[src/rtl/ldtu_pkg.sv]
// Shared LiteDTU framer definitions: states, trailer IDs, default widths and CRC-12 matrix.
package ldtu_pkg;

  localparam int unsigned LDTU_W         = 32;
  localparam int unsigned LDTU_SBITS     = 8;
  localparam int unsigned CRC_W          = 12;
  localparam int unsigned LDTU_FBITS     = 8;
  localparam int unsigned LDTU_CNT_BITS  = 6;
  localparam int unsigned LDTU_LOST_BITS = 16;

  localparam logic [LDTU_W-1:0] LDTU_INITIAL = 32'hF000_0000;
  localparam logic [3:0]        ID_OK        = 4'b1101;
  localparam logic [3:0]        ID_LOSS      = 4'b1110;
  localparam logic [CRC_W-1:0]  CRC_POLY     = 12'h80F;

  typedef enum logic [1:0] {COLLECT, PEND, FB} state_e;

  typedef logic [LDTU_W-1:0][CRC_W-1:0] crc_dmat_t;
  typedef logic [CRC_W-1:0][CRC_W-1:0]  crc_cmat_t;

  // Reference MSB-first shift used only to build the XOR matrices at elaboration.
  function automatic logic [CRC_W-1:0] crc_shift(input logic [LDTU_W-1:0] d,
                                                 input logic [CRC_W-1:0]  c);
    logic [CRC_W-1:0] r;
    logic             fb;
    r = c;
    for (int i = LDTU_W - 1; i >= 0; i--) begin
      fb = r[CRC_W-1] ^ d[i];
      r  = {r[CRC_W-2:0], 1'b0} ^ (fb ? CRC_POLY : '0);
    end
    return r;
  endfunction

  function automatic crc_dmat_t crc_dmat_build();
    crc_dmat_t m;
    for (int j = 0; j < LDTU_W; j++) m[j] = crc_shift(LDTU_W'(1) << j, '0);
    return m;
  endfunction

  function automatic crc_cmat_t crc_cmat_build();
    crc_cmat_t m;
    for (int k = 0; k < CRC_W; k++) m[k] = crc_shift('0, CRC_W'(1) << k);
    return m;
  endfunction

  localparam crc_dmat_t CRC_DMAT = crc_dmat_build();
  localparam crc_cmat_t CRC_CMAT = crc_cmat_build();

endpackage

[src/rtl/ldtu_crc_step.sv]
// Combinational CRC-12 update for one data word; linear XOR of matrix columns.
module ldtu_crc_step
  import ldtu_pkg::*;
(
  input  logic [LDTU_W-1:0] data,
  input  logic [CRC_W-1:0]  crc,
  output logic [CRC_W-1:0]  crc_next_c
);

  always_comb begin
    crc_next_c = '0;
    for (int j = 0; j < LDTU_W; j++)
      if (data[j]) crc_next_c = crc_next_c ^ CRC_DMAT[j];
    for (int k = 0; k < CRC_W; k++)
      if (crc[k]) crc_next_c = crc_next_c ^ CRC_CMAT[k];
  end

endmodule

[src/rtl/ldtu_sample_weight.sv]
// Combinational sample weight from the 8-bit type/sample code of a compressed word.
module ldtu_sample_weight (
  input  logic [7:0] code,
  output logic [5:0] weight_c
);

  always_comb begin
    weight_c = '0;
    unique case (code[7:6])
      2'b01:   weight_c = 6'd5;
      2'b10:   weight_c = code[5:0];
      2'b00:   weight_c = (code[7:2] == 6'b001010) ? 6'd2 : 6'd1;
      default: weight_c = '0;
    endcase
  end

endmodule

[src/rtl/ldtu_framer_gen2.sv]
// LiteDTU framing control unit: forwards words to the FIFO and closes frames with a trailer.
module ldtu_framer_gen2
  import ldtu_pkg::*;
#(
  parameter int unsigned W         = LDTU_W,
  parameter int unsigned SBITS     = LDTU_SBITS,
  parameter int unsigned CRC_BITS  = CRC_W,
  parameter int unsigned FBITS     = LDTU_FBITS,
  parameter int unsigned CNT_BITS  = LDTU_CNT_BITS,
  parameter int unsigned LOST_BITS = LDTU_LOST_BITS,
  parameter logic [W-1:0] INITIAL  = LDTU_INITIAL
) (
  input  logic                 CLK,
  input  logic                 rst_b,
  input  logic                 fallback,
  input  logic                 Load_data,
  input  logic [W-1:0]         DATA_in,
  input  logic                 Load_data_FB,
  input  logic [W-1:0]         DATA_FB,
  input  logic                 full,
  input  logic                 handshake,
  input  logic [CNT_BITS-1:0]  frame_len,
  output logic                 write_signal,
  output logic [W-1:0]         DATA_from_CU,
  output logic                 losing_data,
  output logic                 read_signal,
  output logic [LOST_BITS-1:0] lost_count,
  output logic [FBITS-1:0]     frame_count
);

  state_e              state;
  logic [CNT_BITS-1:0] cnt;
  logic [SBITS-1:0]    wt;
  logic [CRC_BITS-1:0] crc;
  logic                loss;

  logic [CRC_BITS-1:0]  crc_next_c;
  logic [5:0]           weight_c;
  logic [SBITS:0]       wt_sum_c;
  logic [SBITS-1:0]     wt_sat_c;
  logic [CNT_BITS-1:0]  cnt_inc_c;
  logic [CNT_BITS-1:0]  cnt_after_c;
  logic [CNT_BITS-1:0]  len_eff_c;
  logic [LOST_BITS-1:0] lost_inc_c;
  logic                 accept_c;
  logic                 drop_c;

  ldtu_crc_step u_crc (
    .data       (DATA_in),
    .crc        (crc),
    .crc_next_c (crc_next_c)
  );

  ldtu_sample_weight u_weight (
    .code     (DATA_in[W-1 -: 8]),
    .weight_c (weight_c)
  );

  // Saturating arithmetic and the effective frame length (0 behaves as 1).
  always_comb begin
    accept_c    = Load_data & ~full;
    drop_c      = Load_data & full;
    wt_sum_c    = {1'b0, wt} + (SBITS+1)'(weight_c);
    wt_sat_c    = wt_sum_c[SBITS] ? '1 : wt_sum_c[SBITS-1:0];
    cnt_inc_c   = (&cnt) ? cnt : cnt + CNT_BITS'(1);
    cnt_after_c = accept_c ? cnt_inc_c : cnt;
    len_eff_c   = (frame_len == '0) ? CNT_BITS'(1) : frame_len;
    lost_inc_c  = (&lost_count) ? lost_count : lost_count + LOST_BITS'(1);
  end

  always_ff @(posedge CLK) begin
    if (!rst_b) begin
      state        <= COLLECT;
      cnt          <= '0;
      wt           <= '0;
      crc          <= '0;
      loss         <= 1'b0;
      write_signal <= 1'b0;
      DATA_from_CU <= INITIAL;
      losing_data  <= 1'b0;
      read_signal  <= 1'b0;
      lost_count   <= '0;
      frame_count  <= '0;
    end else begin
      write_signal <= 1'b0;
      losing_data  <= 1'b0;
      read_signal  <= handshake;
      if (fallback) begin
        // Frame state is held cleared; any pending trailer is abandoned.
        state       <= FB;
        cnt         <= '0;
        wt          <= '0;
        crc         <= '0;
        loss        <= 1'b0;
        frame_count <= '0;
        if (Load_data || Load_data_FB) begin
          if (!full) begin
            write_signal <= 1'b1;
            DATA_from_CU <= DATA_FB;
          end else begin
            losing_data <= 1'b1;
            lost_count  <= lost_inc_c;
          end
        end
      end else if (state == PEND && !Load_data) begin
        if (!full) begin
          write_signal <= 1'b1;
          DATA_from_CU <= {(loss ? ID_LOSS : ID_OK), wt, crc, frame_count};
          cnt          <= '0;
          wt           <= '0;
          crc          <= '0;
          loss         <= 1'b0;
          frame_count  <= frame_count + FBITS'(1);
          state        <= COLLECT;
        end
      end else begin
        // Data path shared by COLLECT, PEND and the first cycle after fallback.
        if (accept_c) begin
          write_signal <= 1'b1;
          DATA_from_CU <= DATA_in;
          cnt          <= cnt_inc_c;
          wt           <= wt_sat_c;
          crc          <= crc_next_c;
        end
        if (drop_c) begin
          losing_data <= 1'b1;
          lost_count  <= lost_inc_c;
          loss        <= 1'b1;
        end
        if (state != PEND) state <= (cnt_after_c >= len_eff_c) ? PEND : COLLECT;
      end
    end
  end

endmodule

[config.mk]
export PLATFORM = sky130hd
export DESIGN_NAME = ldtu_framer_gen2
export DESIGN_NICKNAME = d
export VERILOG_FILES = /design/src/rtl/ldtu_pkg.sv /design/src/rtl/ldtu_crc_step.sv /design/src/rtl/ldtu_sample_weight.sv /design/src/rtl/ldtu_framer_gen2.sv
export SDC_FILE = /design/constraint.sdc
export NUM_CORES = 1
export LEC_CHECK = 0
export ABC_AREA = 0
export CAP_MARGIN = 30
export CORE_MARGIN = 5
export CORE_UTILIZATION = 50
export DETAILED_ROUTE_END_ITERATION = 7
export PLACE_DENSITY = 0.81
export SYNTH_ARGS = -nofsm -noshare
export SYNTH_HDL_FRONTEND = slang
export SYNTH_HIERARCHICAL = 1
export SYNTH_SLANG_ARGS = --single-unit
[constraint.sdc]
create_clock -name CLK -period 3.9 [get_ports CLK]
set_input_delay 0.975 -clock CLK [delete_from_list [all_inputs] [get_ports CLK]]
set_output_delay 0.975 -clock CLK [all_outputs]
set_load 0.02 [all_outputs]
==> results.py <==
metrics = {
    "outcome": {
        "status": "completed",
    },
    "final_layout": {
        "drive_gt1_frac": 0.0616,
        "fillers": 877,
        "area_delta_synth_final_pct": 31.7,
        "final_area_mm2": 0.00723,
        "layout.nets": 835,
        "diodes": 0,
        "fin_cells": 887,
    },
    "cts": {
        "insertion_delay_ns": 0.38,
        "cts_hold_buf": 0,
        "cts_tree": "yes",
        "cts_sinks": 88,
        "cts_root_buf": "clkbuf_8",
        "ctsLongestPathBuffers": 2,
        "post_cts_resize_count": 0,
        "cts_made_buffers": 9,
        "htreeDepth": 3,
        "clkTransAtPathRegs_ns": 0.10,
        "cts_setup_buffers": 0,
    },
    "routing": {
        "drt-vias-per-instance": 5.63,
        "drt_iter0_markers": 354,
        "routedWlPerCell_um": 17.7,
        "dr.pass1.iters": 5,
        "dr_total_vias": 4990,
        "detail-route-antenna-nets": 0,
        "drcViolationCount": 0,
        "totalWireLength_um": 15700,
    },
    "grt": {
        "antenna_found_initial": 0,
        "grt.overflow.total": 0,
        "grt_pass1_vias": 4824,
        "grt_pass1_wl_um": 24900,
        "grt_usage": 0.237,
        "grt_max_degree": 60,
    },
    "synth": {
        "synth_nets": 706,
        "synth_edf_count": 0,
        "synth.top_cell.area_share": 0.321,
        "yosys_warnings": 6,
        "ys_types": 57,
        "synth_area_mm2": 0.00549,
        "ys_ff_latch": 88,
        "syn_inst": 613,
        "synth_top_area_cell": "dfxtp_1",
        "synth_top_flop_cell": "dfxtp_1",
        "yosysSeqAreaShare": 0.321,
        "synth_area_per_cell_um2": 8.96,
        "async_flop_share": 0,
        "synth.area.top_cells": "dfxtp_1 (32%), xnor2_1 (10%), mux2i_1 (6.2%)",
    },
    "floorplan": {
        "rows": 38,
        "core-area_mm2": 0.0108,
        "die_width_um": 115,
        "io_pins": 136,
        "dieArea_mm2": 0.0132,
        "initial_core_util": 0.509,
        "die_h_um": 115,
    },
    "setup_path": {
        "r2r_start": "cnt[0]$_SDFFE_PP0P_",
        "r2r-end": "state[0]$_SDFFE_PP0P_",
        "setup.worst_path.end_class": "flip-flop",
        "critPathLaunch": "DATA_in[30]",
        "crit_type": "primary input to flip-flop",
        "arrival_ns": 3.60,
        "rrSetupSlack_ns": 1.07,
        "cp_max_fo": 7,
        "ff2ff_path_depth": 10,
        "endpoint": "wt[4]$_SDFFE_PP0P_",
        "crit_required_ns": 4.17,
        "start_kind": "primary input",
    },
    "timing": {
        "fin_skew_ns": 0.0112,
        "period_needed_ns": 3.33,
        "drv_slew": 0,
        "slew_headroom": 0.448,
        "grt_setup_unrepaired": "no",
        "timing.final.ws_setup_ns": 0.567,
        "hold_viol": 0,
        "final.setup.tns_ns": 0,
        "setup_violations": 0,
        "tightest_slew_ns": 0.826,
        "fmax_mhz": 300,
        "finalCritPeriodShare": 0.855,
    },
    "placement": {
        "hpwl_um": 12000,
        "placedCellCount": 871,
        "placed_area_mm2": 0.00701,
        "port_buffers": 135,
        "preCtsSetupSlack_ns": 0.209,
        "place_congestion": 0.906,
    },
    "min_path": {
        "hold_path.class": "flip-flop to flip-flop",
    },
    "job": {
        "maxCapViolations": 0,
    },
    "power": {
        "p_leak_uw": 0.00302,
        "ir_drop_v": 0.000221,
        "p_per_area_mw_per_mm2": 352,
        "design_power_total_uw": 2540,
    },
}
[cell families (layout without fill, tap and decap cells)]
kind of cell             Yosys count  count (layout)  share of synthesized area
XOR/XNOR                         103             103                      0.203
AO/OA/AOI/OAI                    136             136                      0.164
adder cells (fa/ha/maj)           16              16                     0.0378
flip-flops                        88              88                      0.321
multiplexers                      37              37                     0.0681
AND/OR/NAND/NOR                  192             192                      0.177
buffers and inverters             41             175                     0.0301
[worst max-delay path, cell delays in order]
cell and delay [ns]:
clkdlybuf4s50_1 0.60, nor2_2 0.22, a32oi_1 0.12, ha_1 0.24, fa_1 0.42, a211oi_1 0.25, nor2_1 0.13, a41o_1 0.34
o21ai_0 0.21, a21oi_1 0.09
[power breakdown]
part / leakage (uW) / internal (uW) / switching [uW]
clock: 0.000115 / 385 / 347
combinational: 0.00219 / 483 / 356
sequential: 0.000716 / 936 / 35.8
total: 0.00302 / 1800 / 739
[worst min path at each step]
stage	startpoint	endpoint	cells after the start
floorplan	wt[2]$_SDFFE_PP0P_	wt[2]$_SDFFE_PP0P_	2
global placement	DATA_from_CU[2]$_SDFFE_PN0P_	DATA_from_CU[2]$_SDFFE_PN0P_	1
detailed placement	DATA_from_CU[8]$_SDFFE_PN0P_	DATA_from_CU[8]$_SDFFE_PN0P_	1
global route	DATA_from_CU[10]$_SDFFE_PN0P_	DATA_from_CU[10]$_SDFFE_PN0P_	1
finish	DATA_from_CU[15]$_SDFFE_PN0P_	DATA_from_CU[15]$_SDFFE_PN0P_	1
CTS	DATA_from_CU[15]$_SDFFE_PN0P_	DATA_from_CU[15]$_SDFFE_PN0P_	1
[Yosys cell counts (3+ instances only)]
library cell,number
a21oi_1,23
xnor2_1,64
xnor3_1,12
mux2_2,3
nor4_1,5
nor3_1,12
nand3_1,13
nand4_1,8
xor2_1,24
a22o_1,28
and2_1,6
clkbuf_1,19
o21a_1,3
nor2_1,48
inv_1,12
buf_2,9
ha_1,15
nand2_1,66
a211oi_1,5
nand2b_1,10
o211ai_1,4
a22oi_1,14
mux2i_1,34
dfxtp_1,88
o21ai_0,44
and3_1,6
[sequential cells by signal, indices dropped and copies added (netlist names)]
name,count
DATA_from_CU,32
lost_count,16
crc,12
frame_count,8
wt,8
cnt,6
state,2
losing_data,1
loss,1
read_signal,1
write_signal,1
[cells in the final DEF, fill, tap and decap left out, drive strengths merged, types with 6 or more instances in the layout]
master         count
nand2             66
o21ai             45
nor3              12
nand4              8
and2               6
nor4               7
dfxtp             88
a22o              28
xor2              24
a21oi             24
a22oi             14
nand3             14
clkdlybuf4s50    134
nand2b            10
ha                15
mux2i             34
nor2              51
xnor2             64
clkbuf            11
buf               13
inv               14
and3               6
xnor3             13
[final cells by class]
class / instances / area [um2] / share of cell area
clock inverters: 5 / 86.3 / 0.0119
flip-flops and latches: 88 / 1760 / 0.244
repair buffers: 147 / 1450 / 0.200
inverters: 12 / 45.0 / 0.00623
well taps: 140 / 175 / 0.0242
clock buffers: 11 / 141 / 0.0195
multi-input cells: 484 / 3570 / 0.494
[metrics by stage]
| step | hold WS, ns | utilization |
|---|---|---|
| 6_report | 0.483 | 0.670 |
| 3_5_place_dp | 0.468 | 0.649 |
| 3_3_place_gp | 0.460 | 0.649 |
| 5_1_grt | 0.511 | 0.670 |
| 2_1_floorplan | 0.449 | - |
| 4_1_cts | 0.490 | 0.670 |
[metal layers]
layer  share of wire  up-vias  wire length (um)  global-route usage
met5               0        -                 0                   0
met4           0.019        0               292              0.0798
met1            0.45     2324              7110               0.323
met2            0.44      214              6880               0.370
li1                -     2427                 -                   -
met3           0.089       25              1390              0.0553
Power figures use the tool's default switching activity.
